`src/rtl/timer_counter_pkg.sv`:
```
// Shared constants for the memory-mapped down-counting timer: FSM state
// encoding, register word offsets, CTRL bit positions and MODE codes.
package timer_counter_pkg;

  // FSM state encoding (2-bit)
  localparam logic [1:0] ST_IDLE = 2'd0;
  localparam logic [1:0] ST_LOAD = 2'd1;
  localparam logic [1:0] ST_CNT  = 2'd2;
  localparam logic [1:0] ST_INT  = 2'd3;

  // Register word offsets (PrAddr[3:2])
  localparam logic [1:0] OFF_CTRL   = 2'd0;
  localparam logic [1:0] OFF_PRESET = 2'd1;
  localparam logic [1:0] OFF_COUNT  = 2'd2;
  localparam logic [1:0] OFF_RSVD   = 2'd3;

  // CTRL bit positions
  localparam int CTRL_EN      = 0;
  localparam int CTRL_MODE_LO = 1;
  localparam int CTRL_MODE_HI = 2;
  localparam int CTRL_IM      = 3;
  localparam int CTRL_W       = 4;

  // MODE codes; the two unlisted codes fall back to one-shot
  typedef enum logic [1:0] {
    MODE_ONESHOT = 2'b00,
    MODE_AUTO    = 2'b01
  } mode_e;

  function automatic logic is_auto_reload(input logic [1:0] mode);
    return (mode == MODE_AUTO);
  endfunction

endpackage

```
`src/rtl/timer_counter.sv`:
```
// 32-bit down-counting timer behind the system bridge. CTRL/PRESET are
// bus-writable, COUNT is read-only, IRQ = IM & irq_flag.
//
// state | meaning
// ------+---------------------------------------------------------------
// IDLE  | stopped; waits for EN, COUNT holds its last value
// LOAD  | copies PRESET into COUNT on the way out
// CNT   | decrements COUNT while EN; reaching <=1 sets irq_flag -> INT
// INT   | one-shot: clear EN, back to IDLE; auto-reload: clear flag, LOAD
module timer_counter
  import timer_counter_pkg::*;
(
  input  logic        clk,
  input  logic        reset,
  input  logic [1:0]  Addr,
  input  logic        WE,
  input  logic [31:0] Din,
  output logic [31:0] Dout,
  output logic        IRQ
);

  logic [CTRL_W-1:0] ctrl_q;
  logic [31:0]       preset_q;
  logic [31:0]       count_q;
  logic [1:0]        state_q;
  logic              irq_flag_q;

  logic [1:0]        state_d;
  logic [31:0]       count_d;
  logic              irq_set;
  logic              irq_clr_hw;
  logic              en_clr_hw;

  logic              wr_ctrl;
  logic              wr_preset;
  logic              ctrl_en;
  logic [1:0]        ctrl_mode;

  // Upper CTRL write bits are architecturally ignored.
  logic              unused_din_hi;
  assign unused_din_hi = ^Din[31:CTRL_W];

  assign wr_ctrl   = WE && (Addr == OFF_CTRL);
  assign wr_preset = WE && (Addr == OFF_PRESET);
  assign ctrl_en   = ctrl_q[CTRL_EN];
  assign ctrl_mode = ctrl_q[CTRL_MODE_HI:CTRL_MODE_LO];

  // Next-state and COUNT update, decided from pre-write register values
  always_comb begin
    state_d    = state_q;
    count_d    = count_q;
    irq_set    = 1'b0;
    irq_clr_hw = 1'b0;
    en_clr_hw  = 1'b0;
    case (state_q)
      ST_IDLE: begin
        if (ctrl_en) state_d = ST_LOAD;
      end
      ST_LOAD: begin
        count_d = preset_q;
        state_d = ST_CNT;
      end
      ST_CNT: begin
        if (!ctrl_en) begin
          state_d = ST_IDLE;
        end else if (count_q > 32'd1) begin
          count_d = count_q - 32'd1;
        end else begin
          // PRESET of 0 lands here too, so it behaves like PRESET of 1
          count_d = 32'd0;
          irq_set = 1'b1;
          state_d = ST_INT;
        end
      end
      ST_INT: begin
        if (is_auto_reload(ctrl_mode)) begin
          irq_clr_hw = 1'b1;
          state_d    = ST_LOAD;
        end else begin
          en_clr_hw = 1'b1;
          state_d   = ST_IDLE;
        end
      end
      default: state_d = ST_IDLE;
    endcase
  end

  // FSM state register
  always_ff @(posedge clk) begin
    if (reset) state_q <= ST_IDLE;
    else       state_q <= state_d;
  end

  // COUNT register; bus writes to it are ignored
  always_ff @(posedge clk) begin
    if (reset) count_q <= 32'd0;
    else       count_q <= count_d;
  end

  // CTRL register; a bus write wins over the one-shot EN clear
  always_ff @(posedge clk) begin
    if (reset) begin
      ctrl_q <= '0;
    end else if (wr_ctrl) begin
      ctrl_q <= Din[CTRL_W-1:0];
    end else if (en_clr_hw) begin
      ctrl_q[CTRL_EN] <= 1'b0;
    end
  end

  // PRESET register
  always_ff @(posedge clk) begin
    if (reset)          preset_q <= 32'd0;
    else if (wr_preset) preset_q <= Din;
  end

  // irq_flag: expiry set beats any clear on the same edge
  always_ff @(posedge clk) begin
    if (reset)                                   irq_flag_q <= 1'b0;
    else if (irq_set)                            irq_flag_q <= 1'b1;
    else if (wr_ctrl || wr_preset || irq_clr_hw) irq_flag_q <= 1'b0;
  end

  assign IRQ = ctrl_q[CTRL_IM] & irq_flag_q;

  // Combinational read mux
  always_comb begin
    Dout = 32'd0;
    case (Addr)
      OFF_CTRL:   Dout = {{(32-CTRL_W){1'b0}}, ctrl_q};
      OFF_PRESET: Dout = preset_q;
      OFF_COUNT:  Dout = count_q;
      OFF_RSVD:   Dout = 32'd0;
      default:    Dout = 32'd0;
    endcase
  end

endmodule

```
`config.mk`:
```
export PLATFORM = sky130hd
export DESIGN_NAME = timer_counter
export DESIGN_NICKNAME = d
export VERILOG_FILES = /design/src/rtl/timer_counter_pkg.sv /design/src/rtl/timer_counter.sv
export SDC_FILE = /design/constraint.sdc
export NUM_CORES = 1
export LEC_CHECK = 0
export ABC_AREA = 1
export BUFFER_PORTS_ARGS = -buffer_cell sky130_fd_sc_hd__clkbuf_2
export CAP_MARGIN = 20
export CORE_UTILIZATION = 37
export CTS_BUF_LIST = sky130_fd_sc_hd__clkbuf_4
export CTS_CLUSTER_SIZE = 24
export DETAILED_ROUTE_END_ITERATION = 10
export GPL_TIMING_DRIVEN = 0
export MAX_ROUTING_LAYER = met4
export PLACE_DENSITY = 0.58
export SYNTH_ARGS = -nofsm -noshare
export SYNTH_HDL_FRONTEND = slang
export SYNTH_SLANG_ARGS = --single-unit
export TNS_END_PERCENT = 1
```
`constraint.sdc`:
```
create_clock -name clk -period 3.1 [get_ports clk]
set_input_delay 0.155 -clock clk [delete_from_list [all_inputs] [get_ports clk]]
set_output_delay 0.155 -clock clk [all_outputs]
set_load 0.02 [all_outputs]
```
# Yosys cells after proc, flatten, opt, wreduce, memory -nomap -nowiden
# Cells that the tools add are included.
[word_totals]
regBits = 71
input_bits = 37
output_inout_bits = 33
wordCells = 50
[classes]
add_sub_neg = 1
magnitude_cmp = 1
eq_ne = 10
muxes = 20
bitwise = 1
n_reduce_logical = 11
[ops]
columns = ["operator", "count"]
rows = [
  ["$pmux W32 S4", 1],
  ["$mux W32", 2],
  ["$pmux W32 S2", 1],
  ["$gt A32 B1 Y1 const B", 1],
  ["$sub A32 B1 Y32 const B", 1],
  ["$mux W1", 12],
  ["$eq A2 B2 Y1 const B", 4],
  ["$pmux W2 S4", 1],
  ["$eq A2 B1 Y1 const B", 3],
  ["$mux W2", 3],
  ["$reduce_bool A2 Y1", 3],
  ["$logic_not A2 Y1", 2],
  ["$ne A2 B2 Y1 const B", 2],
  ["$reduce_and A2 Y1", 2],
  ["$ne A3 B3 Y1 const B", 1],
  ["$logic_and A1 B1 Y1", 2],
  ["$logic_or A1 B1 Y1", 2],
  ["$and A1 B1 Y1", 1],
]

# Longest topological paths before layout
# Gate-level depths: netlist of the first run.
[depth]
word_depth = 6
depth_mapped = 10
ltp_nobuf = 10

# Worst setup path after synthesis of the first run
# OpenSTA, ideal clock, no wires.
[synth_path]
kind = "flip-flop to flip-flop"
from = "reg count_q[0]"
to = "reg count_q[18]"
setup_time_ns = 0.122
arrival_time_ns = 1.451
required_time_ns = 2.978
setup_slack_ns = 1.527
stages_incl_launch_ff = 11
n_path_buf = 1
synth_period_minus_slack_ns = 1.573
cell_sequence = "dfxtp_1 inv_1 ha_1 nand2_4 nand2_2 nand3_2 nor2_4 nor2_8 buf_8 nand3_2 a21oi_2"
[synth_via]
elab_chain_cells = 4
elab_cells_between_ends = 5
classes_between = "1 x add/sub; 1 x order compare; 3 x mux"
[synth_rtl]
columns = ["element", "line_no", "text"]
rows = [
  ["start, declared", "timer_counter.sv:24", "logic [31:0] count_q;"],
  ["start signal, assigned", "timer_counter.sv:97", "else count_q <= count_d;"],
  ["$sub A32 B1 Y32 or $gt A32 B1 Y1 (tied branches)", "timer_counter.sv:67, timer_counter.sv:66", ""],
  ["$mux W32 (*)", "timer_counter.sv:66", "end else if (count_q > 32'd1) begin"],
  ["$mux W32 (*)", "timer_counter.sv:64", "if (!ctrl_en) begin"],
  ["$pmux W32 S2 (*)", "timer_counter.sv:55", "case (state_q)"],
]
# Every way passes the cells marked *; elsewhere a longest branch is shown, timed or not. The select of a mux whose other input is x is not followed.
# A chain may end at the register's enable or synchronous reset.

# Final worst setup path of the first run
[layout_path]
from = "reg count_q[0]"
to = "reg count_q[28]"
# The elaborated chain is that of the path after synthesis.

==> results.txt, run 1 <==
During placement, the flow inserted port buffers numbering between 60 and 70. The total of max-cap violations came out at 0. The die outline height is 109 µm. The total I/O pin count is 70. For this design the static power due to leakage is ~0.0022 µW. The worst setup path is of the register to register kind. The tree is rooted in a sky130_fd_sc_hd__clkbuf_4.

Setup repair after global routing left no endpoint under its margin. In the synthesized netlist, the cells that appear most often are 111 x sky130_fd_sc_hd__o21ai_0, 89 x sky130_fd_sc_hd__nand2_1, 85 x sky130_fd_sc_hd__inv_1. For this run, the register share of the synthesized area comes to 0.332. In the synthesized netlist, the number of instances is 627. The final reports fail on hold timing.

The portion of synthesized cell area occupied by the leading cell type came out at 0.332. Sorting the synthesized cells by area gives the leading types as sky130_fd_sc_hd__dfxtp_1 33%, sky130_fd_sc_hd__o21ai_0 13%, sky130_fd_sc_hd__nand2_1 7.8%, sky130_fd_sc_hd__inv_1 7.5%, sky130_fd_sc_hd__a21oi_1 5.6%. For this run, global-route usage on met2 was measured as 0.404. The floorplan step defined a core boundary enclosing about 11000 µm².

The fraction of power consumed by combinational cells is 0.416. The flow ran to the end, but the final reports show violations. For this design the ratio of total power to cell area is about 550 nW/µm². The cell internal power dissipation came out at about 1600 µW. In the finished design, the share of the clock period the worst path needs comes to 0.630.

The number of core rows is 38. The area of the die came out at roughly 12000 µm². Relative to the synthesized area, the layout overhead comes to 21.3%. The post-CTS clock slew at the launch and capture registers of the worst setup and hold paths came out at between 0.1 and 0.15 ns. Before antenna repair, the detailed router went through 5 iterations. The initial standard-cell utilization of the core is 0.388.

After legalization and detailed placement, the total HPWL measured ~11000 µm. The setup TNS after final layout came out at 0 ns. The total of warnings raised by yosys came out at 0. Summed over all layers, the global routing overflow is 0.

The fraction of final layout cells with drive strength greater than 1 is 0.211. On the final layout, the worst hold slack is -0.000625 ns. Summing every instance area after synthesis gives roughly 4300 µm². The register share of total power came out at 0.371. The clock skew after layout is 0.0147 ns. The DRC violation count after routing is 0. The global-route wire length before repair came out at 22300 µm. The total power after layout came out at between 2000 and 3000 µW. The H-tree was split into 3 levels. The number of antenna cells inserted came out at 0. The routing usage on met3 is 0.0462. The met1 capacity usage during global routing came out at 0.324. The starting DRC count in detailed routing came out at 241. The initial antenna violation count came out at 0.

met2 is the most crowded layer. The maximum number of pins on one net before global-route repair came out at 12. Dividing the detail-routed wire length by the instance count gives around 16 µm. The number of synthesized register bits came out at 71.

The distinct cell type count of the synthesized netlist is 27. For this design the total switching power over the nets is approximately 1300 µW. The largest total area in the synthesized netlist belongs to sky130_fd_sc_hd__dfxtp_1. At the later pin of the worst-skew pair, clock insertion delay measures around 0.44 ns. The nature of the critical path endpoint is a register. The total count of hold-check failures in the final report came out at 1. The buffer and inverter count on the worst path came out at 1. The total clock buffers created by CTS came out at 9. The relative contribution of the clock network to total power came out at 0.213.

The total vias in the final route is 4564. The relative max-transition margin came out at 0.504. The via count of the first global-routing pass is 4444. The final weighted congestion in routability-driven placement is 0.933. The average vias per placed instance came out at 5.20. The number of flops mapped to enable cells by yosys came out at 0.

TritonCTS built the clock tree. Walking the worst path, the cells encountered are inv_1, ha_1, nand2_4, nor2_8, nand2_4, nor2_1, nand2_1, nand2_1, nand3_2, a21oi_2. The final layout net count came out at between 700 and 800. The most instantiated flip-flop cell in the synthesis netlist is sky130_fd_sc_hd__dfxtp_1. The wire length reported by the detailed router is 13900 µm. The data arrival time of the worst path came out at about 2.3 ns. In the post-synthesis netlist, the cell with the most instances is sky130_fd_sc_hd__o21ai_0. The critical path's largest stage delay came out at ~0.39 ns. The startpoint class of the critical path is a register. The buffer depth of the longest clock path came out at 2.

The slowest library cell on the worst path is sky130_fd_sc_hd__ha_1. The cell family contributing the most delay on the critical path is simple AND/OR/NAND/NOR gates. VDD sags by at most 0.212 mV. The total routing usage reported by global routing came out at 0.256.

After synthesis, the share of flip-flops with an asynchronous set or reset is 0. The number of clock sinks is 71. From left edge to right edge, the die measures 109 µm.

The count of pins over their slew limit is 0. When the netlist entered floorplanning its net count stood at 666. The final number of setup-violating endpoints came out at 0. Once detail routing completed, the nets flagged for antenna violations numbered 0. Static timing analysis puts the maximum clock frequency at 512 MHz. The switching share of power came out at 0.437. The synthesized area per cell came out at ~6.8 µm². The min-delay analysis places its worst path in the category input pin to register.

The top fanout value on the critical path is 6. The number of gates resized after CTS came out at 0. The required time of the critical path came out at roughly 3.5 ns. The shortest period the worst path allows came out at 1.95 ns. At the pin with the least slew margin, the transition time is around 0.74 ns.
==> cell families after synthesis <==
logic type	Yosys count	share of synthesized area
simple gates	217	0.261
flops	71	0.332
fa+ha+maj	2	0.00585
xor+xnor	4	0.00819
buf+inv	119	0.112
compound gates	214	0.280
==> worst min-delay path, delay by kind of cell <==
kind,cells,cell delay [ns]
compound gates,2,0.19
buf+inv,1,0.07
==> metal layers <==
metal / vias to the layer above / share of wire
met2: 119 / 0.46
met5: - / 0
met3: 29 / 0.048
met1: 2105 / 0.46
met4: 0 / 0.030
li1: 2311 / -
==> power by group through the flow <==
stage          combinational, µW  clock, µW  sequential (µW)
2_1_floorplan                861          0             1060
3_3_place_gp                1150          0             1080
3_5_place_dp                1160          0             1080
4_1_cts                     1190        623             1060
5_1_grt                     1340        668             1070
6_report                    1190        611             1060
==> state kept, by name, summed over array words and instances, names as in the netlist <==
signal and cells:
ctrl_q 4, irq_flag_q 1, count_q 32, preset_q 32, state_q 2
==> cell usage in the layout (no fill, tap or decap), drive strengths merged, types with 26 or more instances in the layout <==
cell type	n
clkbuf	105
nand3	42
nand2	95
o21ai	113
nor2	69
o22ai	28
dlygate4sd3	26
dfxtp	71
inv	88
a21oi	68
==> per-stage QoR <==
step	hold slack (ns)	instances	setup WS (ns)	utilization	area, µm²
2_1_floorplan	0.224	627	1.53	-	4280
3_3_place_gp	0.424	836	1.22	0.435	4800
3_5_place_dp	0.434	836	1.19	0.435	4800
4_1_cts	0.000972	876	1.16	0.468	5170
5_1_grt	0.00200	878	1.00	0.470	5190
6_report	-0.000625	878	1.15	0.470	5190
==> final cells by class <==
cell class,count,area [µm²]
Tap cell,140,175
Multi-Input combinational cell,437,2370
Clock inverter,5,48.8
Sequential cell,71,1420
Fill cell,1192,5840
Inverter,88,330
Timing Repair Buffer,95,606
Buffer,31,150
Clock buffer,11,82.6
==> repair_timing <==
item | 4_1_cts | 5_1_grt
endpoints found under the hold margin | 23 | 2
setup buffers | 0 | 0
hold buffers | 24 | 2
==> worst paths after layout <==
path / startpoint / to / slack, ns / cells after the start
max: count_q[0] / count_q[28] / 1.15 / 10
min: Din[14] / preset_q[14] / -0.0006 / 3
max reg2reg: count_q[0] / count_q[28] / 1.15 / 10
min reg2reg: preset_q[5] / preset_q[5] / 0.47 / 2
(Power assumes the default switching activity.)
==> inputs of run 2 (changes only) <==
--- a/config.mk
+++ b/config.mk
@@ -5,7 +5,7 @@
 export SDC_FILE = /design/constraint.sdc
 export NUM_CORES = 1
 export LEC_CHECK = 0
-export ABC_AREA = 1
+export ABC_AREA = 0
 export BUFFER_PORTS_ARGS = -buffer_cell sky130_fd_sc_hd__clkbuf_2
 export CAP_MARGIN = 20
 export CORE_UTILIZATION = 37
@@ -14,7 +14,7 @@
 export DETAILED_ROUTE_END_ITERATION = 10
 export GPL_TIMING_DRIVEN = 0
 export MAX_ROUTING_LAYER = met4
-export PLACE_DENSITY = 0.58
+export PLACE_DENSITY = 0.61
 export SYNTH_ARGS = -nofsm -noshare
 export SYNTH_HDL_FRONTEND = slang
 export SYNTH_SLANG_ARGS = --single-unit
==> constraint.sdc (replaced) <==
create_clock -name clk -period 1.67 [get_ports clk]
set_input_delay 0.0835 -clock clk [delete_from_list [all_inputs] [get_ports clk]]
set_output_delay 0.0835 -clock clk [all_outputs]
set_load 0.02 [all_outputs]
==> run 2 against run 1 <==
Net effect:
- the run ends with setup timing left
- first-iteration DRC count grew 41%
- worst setup slack lost 1.8 ns
- via count shrank 0.22%
- clock skew grew 0.019 ns
- largest cell class unchanged
==> results.txt, run 2 <==
In this run, placement finished with an instance count of between 700 and 800. The required time of the critical path came out at ~2.0 ns. The setup TNS after final layout is -18.38 ns. The net switching power came out at approximately 1200 µW. In this design, the critical path's most frequently occurring cell is sky130_fd_sc_hd__buf_6. The nature of the critical path endpoint is a register.

The area of the core came out at 10400 µm². The number of nets produced by synthesis came out at ~570. The final layout contains 686 nets. The number of nets with antenna violations after detailed routing is 0. The total congestion overflow came out at 0. Before CTS, the worst setup slack after placement is -1.18 ns.

The total count of hold-check failures in the final report came out at 0. In the synthesized netlist the dominant register cell turns out to be sky130_fd_sc_hd__dfxtp_1. For this run, the total global-route usage over all layers was measured as 0.273. The post-CTS clock slew at the launch and capture registers of the worst setup and hold paths came out at around 0.14 ns. The wire length reported by the detailed router is 14300 µm.

The H-tree generated during clock tree synthesis spans 3 levels. The placed instance area came out at around 4500 µm². The cell internal power dissipation is about 2500 µW.

The slowest library cell on the worst path is sky130_fd_sc_hd__or4_4. The maximum number of pins on one net before global-route repair is 12. The buffer and inverter count on the worst path is 2.

The cell type contributing the most total cell area after synthesis is sky130_fd_sc_hd__dfxtp_1. The clock skew after layout is 0.0332 ns. In the final layout, the share of cells above drive strength 1 is 0.238. The number of non-filler instances in the completed layout is around 800. sky130_fd_sc_hd__nand2_1 is the most common cell in the netlist.

For the finished layout, the period the worst path requires is about 2.3 ns. The fraction of power consumed by combinational cells is 0.218. TritonCTS built the clock tree.

The relative max-transition margin is 0.566. The data arrival time of the worst path is 2.65 ns. The cell at the root of the clock tree is sky130_fd_sc_hd__clkbuf_4.

For this design the ratio of total power to cell area is ~720 nW/µm². The via count of the first global-routing pass came out at roughly 4300. Measured along the x axis, the die boundary spans 106 µm. The total clock buffers created by CTS came out at 9. From synthesis to final layout, the design area changed by 30.6%.

The cell family contributing the most delay on the critical path is simple AND/OR/NAND/NOR gates. The total I/O pin count is 70. Setup repair after global routing could not meet its margin everywhere. Timing would allow up to 433 MHz. The checks that failed: setup timing. The filler cells instantiated in the layout total around 1100. The total of max-cap violations came out at 0. The DRC violation count after routing is 0. The total iterations of the first detailed-routing run is 5. The proportion of register bits with asynchronous set or reset after synthesis is 0. The die covers approximately 11000 µm². The cell count after synthesis is ~530. The initial standard-cell utilization of the core is 0.384. Across all setup checks in the final design, the least slack found is -0.641 ns.

The setup path with the least slack is of type register to register. After synthesis the cells add up to between 3000 and 4000 µm². The total of warnings raised by yosys is 0. The largest registers in the layout are count_q x32, preset_q x32, ctrl_q x4. The final number of setup-violating endpoints came out at 34. The fraction of the cycle the final worst path needs is 1.38.

The average vias per placed instance came out at ~5.8. The number of core rows came out at 37. The count of pins over their slew limit came out at 0. Leaving out fill and tap cells, the most frequent cell in the layout is sky130_fd_sc_hd__nand2_1. The signal on the critical path passes through or4_4, or2_1, buf_6, o41ai_4, buf_6, a21oi_1, o221a_1. The synthesized design contains 71 register bits. The share of total power dissipated in sequential elements is 0.481. The number of antenna cells inserted is 0.

In this run the tool buffered the top-level ports with 68 buffer cells. The synthesized area per cell is 7.55 µm². The global-route wire length before repair is roughly 23000 µm.

The number of clock sinks came out at a little over 70. The transition at the pin with the smallest max-transition slack is about 0.65 ns. The top fanout value on the critical path came out at 10. The share of synthesized area in the top cell type comes to 0.356. The cell area after layout came out at ~5200 µm². The min-delay analysis places its worst path in the category input pin to register. For this run, the slowest stage of the critical path takes 0.54 ns. Of the total power, the share spent switching nets is 0.318. The number of flops mapped to enable cells by yosys came out at 0.

The die outline height came out at 106 µm. The routed layout has between 4000 and 5000 vias. The sequential area share after synthesis came out at 0.356. The flow ran to the end, but the final reports show violations. The worst setup path is launched from a register. The initial antenna violation count is 0. The worst ir drop on vdd came out at ~0.33 mV.

Summed over all cells, the static leakage comes to 0.00211 µW. The synthesized netlist contains 58 unique library cells. The placed wire-length estimate after detailed placement came out at between 9000 and 10000 µm. The congestion estimate from routability-driven global placement came to roughly 0.92. Counting instances in the post-synthesis netlist gives the leading cell types as 94 x sky130_fd_sc_hd__nand2_1, 71 x sky130_fd_sc_hd__dfxtp_1, 65 x sky130_fd_sc_hd__a21oi_1.

The detailed-route wire length per cell is roughly 18 µm. The clock network latency to the later pin of the worst-skew pair is about 0.46 ns. The library cells used most frequently in the layout, excluding fill and tap cells, are 93 x sky130_fd_sc_hd__nand2_1, 77 x sky130_fd_sc_hd__clkbuf_2, 64 x sky130_fd_sc_hd__a21oi_1, 64 x sky130_fd_sc_hd__dfxtp_1, 40 x sky130_fd_sc_hd__o21ai_0.

In the post-synthesis netlist, the biggest area contributors are sky130_fd_sc_hd__dfxtp_1 36%, sky130_fd_sc_hd__nand2_1 8.8%, sky130_fd_sc_hd__a21oi_1 8.1%, sky130_fd_sc_hd__a22o_1 5.9%, sky130_fd_sc_hd__o21ai_0 5.1%. The relative contribution of the clock network to total power is 0.302. The clock passes through at most 2 buffers. After the first detailed-routing iteration, the DRC count stood at between 300 and 400.
## run 2: kinds of logic (layout without fill, tap and decap cells)
family / after synthesis / after routing / synth area share
simple gates: 199 / 199 / 0.229
fa+ha+maj: 2 / 2 / 0.00626
xor+xnor: 5 / 5 / 0.0110
compound gates: 194 / 194 / 0.328
buf+inv: 51 / 174 / 0.0520
mux: 7 / 7 / 0.0175
flops: 71 / 71 / 0.356
## run 2: area by class of cell
| type | count | area [µm²] | share of cell area |
|---|---|---|---|
| multi-input combinational | 407 | 2510 | 0.481 |
| sequential | 71 | 1430 | 0.275 |
| timing repair buffer | 108 | 727 | 0.139 |
| buffer | 41 | 211 | 0.0405 |
| tap | 136 | 170 | 0.0326 |
| clock buffer | 11 | 82.6 | 0.0158 |
| clock inverter | 5 | 48.8 | 0.00935 |
| inverter | 9 | 33.8 | 0.00648 |
## run 2: worst paths after layout
| check | start | to | slack [ns] | cells past startpoint |
|---|---|---|---|---|
| max | count_q[22] | count_q[21] | -0.64 | 7 |
| min | reset | count_q[2] | 0.1 | 4 |
| max reg2reg | count_q[22] | count_q[21] | -0.64 | 7 |
| min reg2reg | preset_q[29] | preset_q[29] | 0.48 | 2 |
## run 2: timing repair
| action | in CTS | in global routing |
|---|---|---|
| hold endpoints to repair | 37 | 0 |
| gates resized for setup | 38 | 26 |
| pin swaps | 3 | 4 |
| endpoints found under the setup margin | 65 | 88 |
| hold buffers | 33 | 0 |
| buffers inserted | 1 | 5 |
| gates cloned | 1 | 0 |
## run 2: metrics by stage
step	total power, µW	utilization	hold WS [ns]
CTS	3700	0.491	0.0898
detailed placement	2500	0.433	0.311
global placement	2490	0.433	0.306
finish	3730	0.501	0.0965
floorplan	2260	-	0.219
global route	3880	0.501	0.135
## run 2: routing by layer
metal  part of all wire  global-route usage
met1               0.43               0.339
met2               0.48               0.444
met3              0.067              0.0343
met4              0.030               0.123
met5                  0                   -
## run 2: worst register-to-register path: stages, from the launching register on
cell                      delay [ns]
sky130_fd_sc_hd__dfxtp_4        0.37
sky130_fd_sc_hd__or4_4          0.55
sky130_fd_sc_hd__or2_1          0.23
sky130_fd_sc_hd__buf_6          0.15
sky130_fd_sc_hd__o41ai_4        0.45
sky130_fd_sc_hd__buf_6          0.20
sky130_fd_sc_hd__a21oi_1        0.05
sky130_fd_sc_hd__o221a_1        0.22
## run 2: power by group through the flow
| stage | registers (µW) | clock network (µW) | logic, µW |
|---|---|---|---|
| 2_1_floorplan | 1810 | 0 | 453 |
| 3_3_place_gp | 1820 | 0 | 662 |
| 3_5_place_dp | 1830 | 0 | 671 |
| 4_1_cts | 1790 | 1150 | 767 |
| 5_1_grt | 1800 | 1200 | 883 |
| 6_report | 1790 | 1130 | 812 |
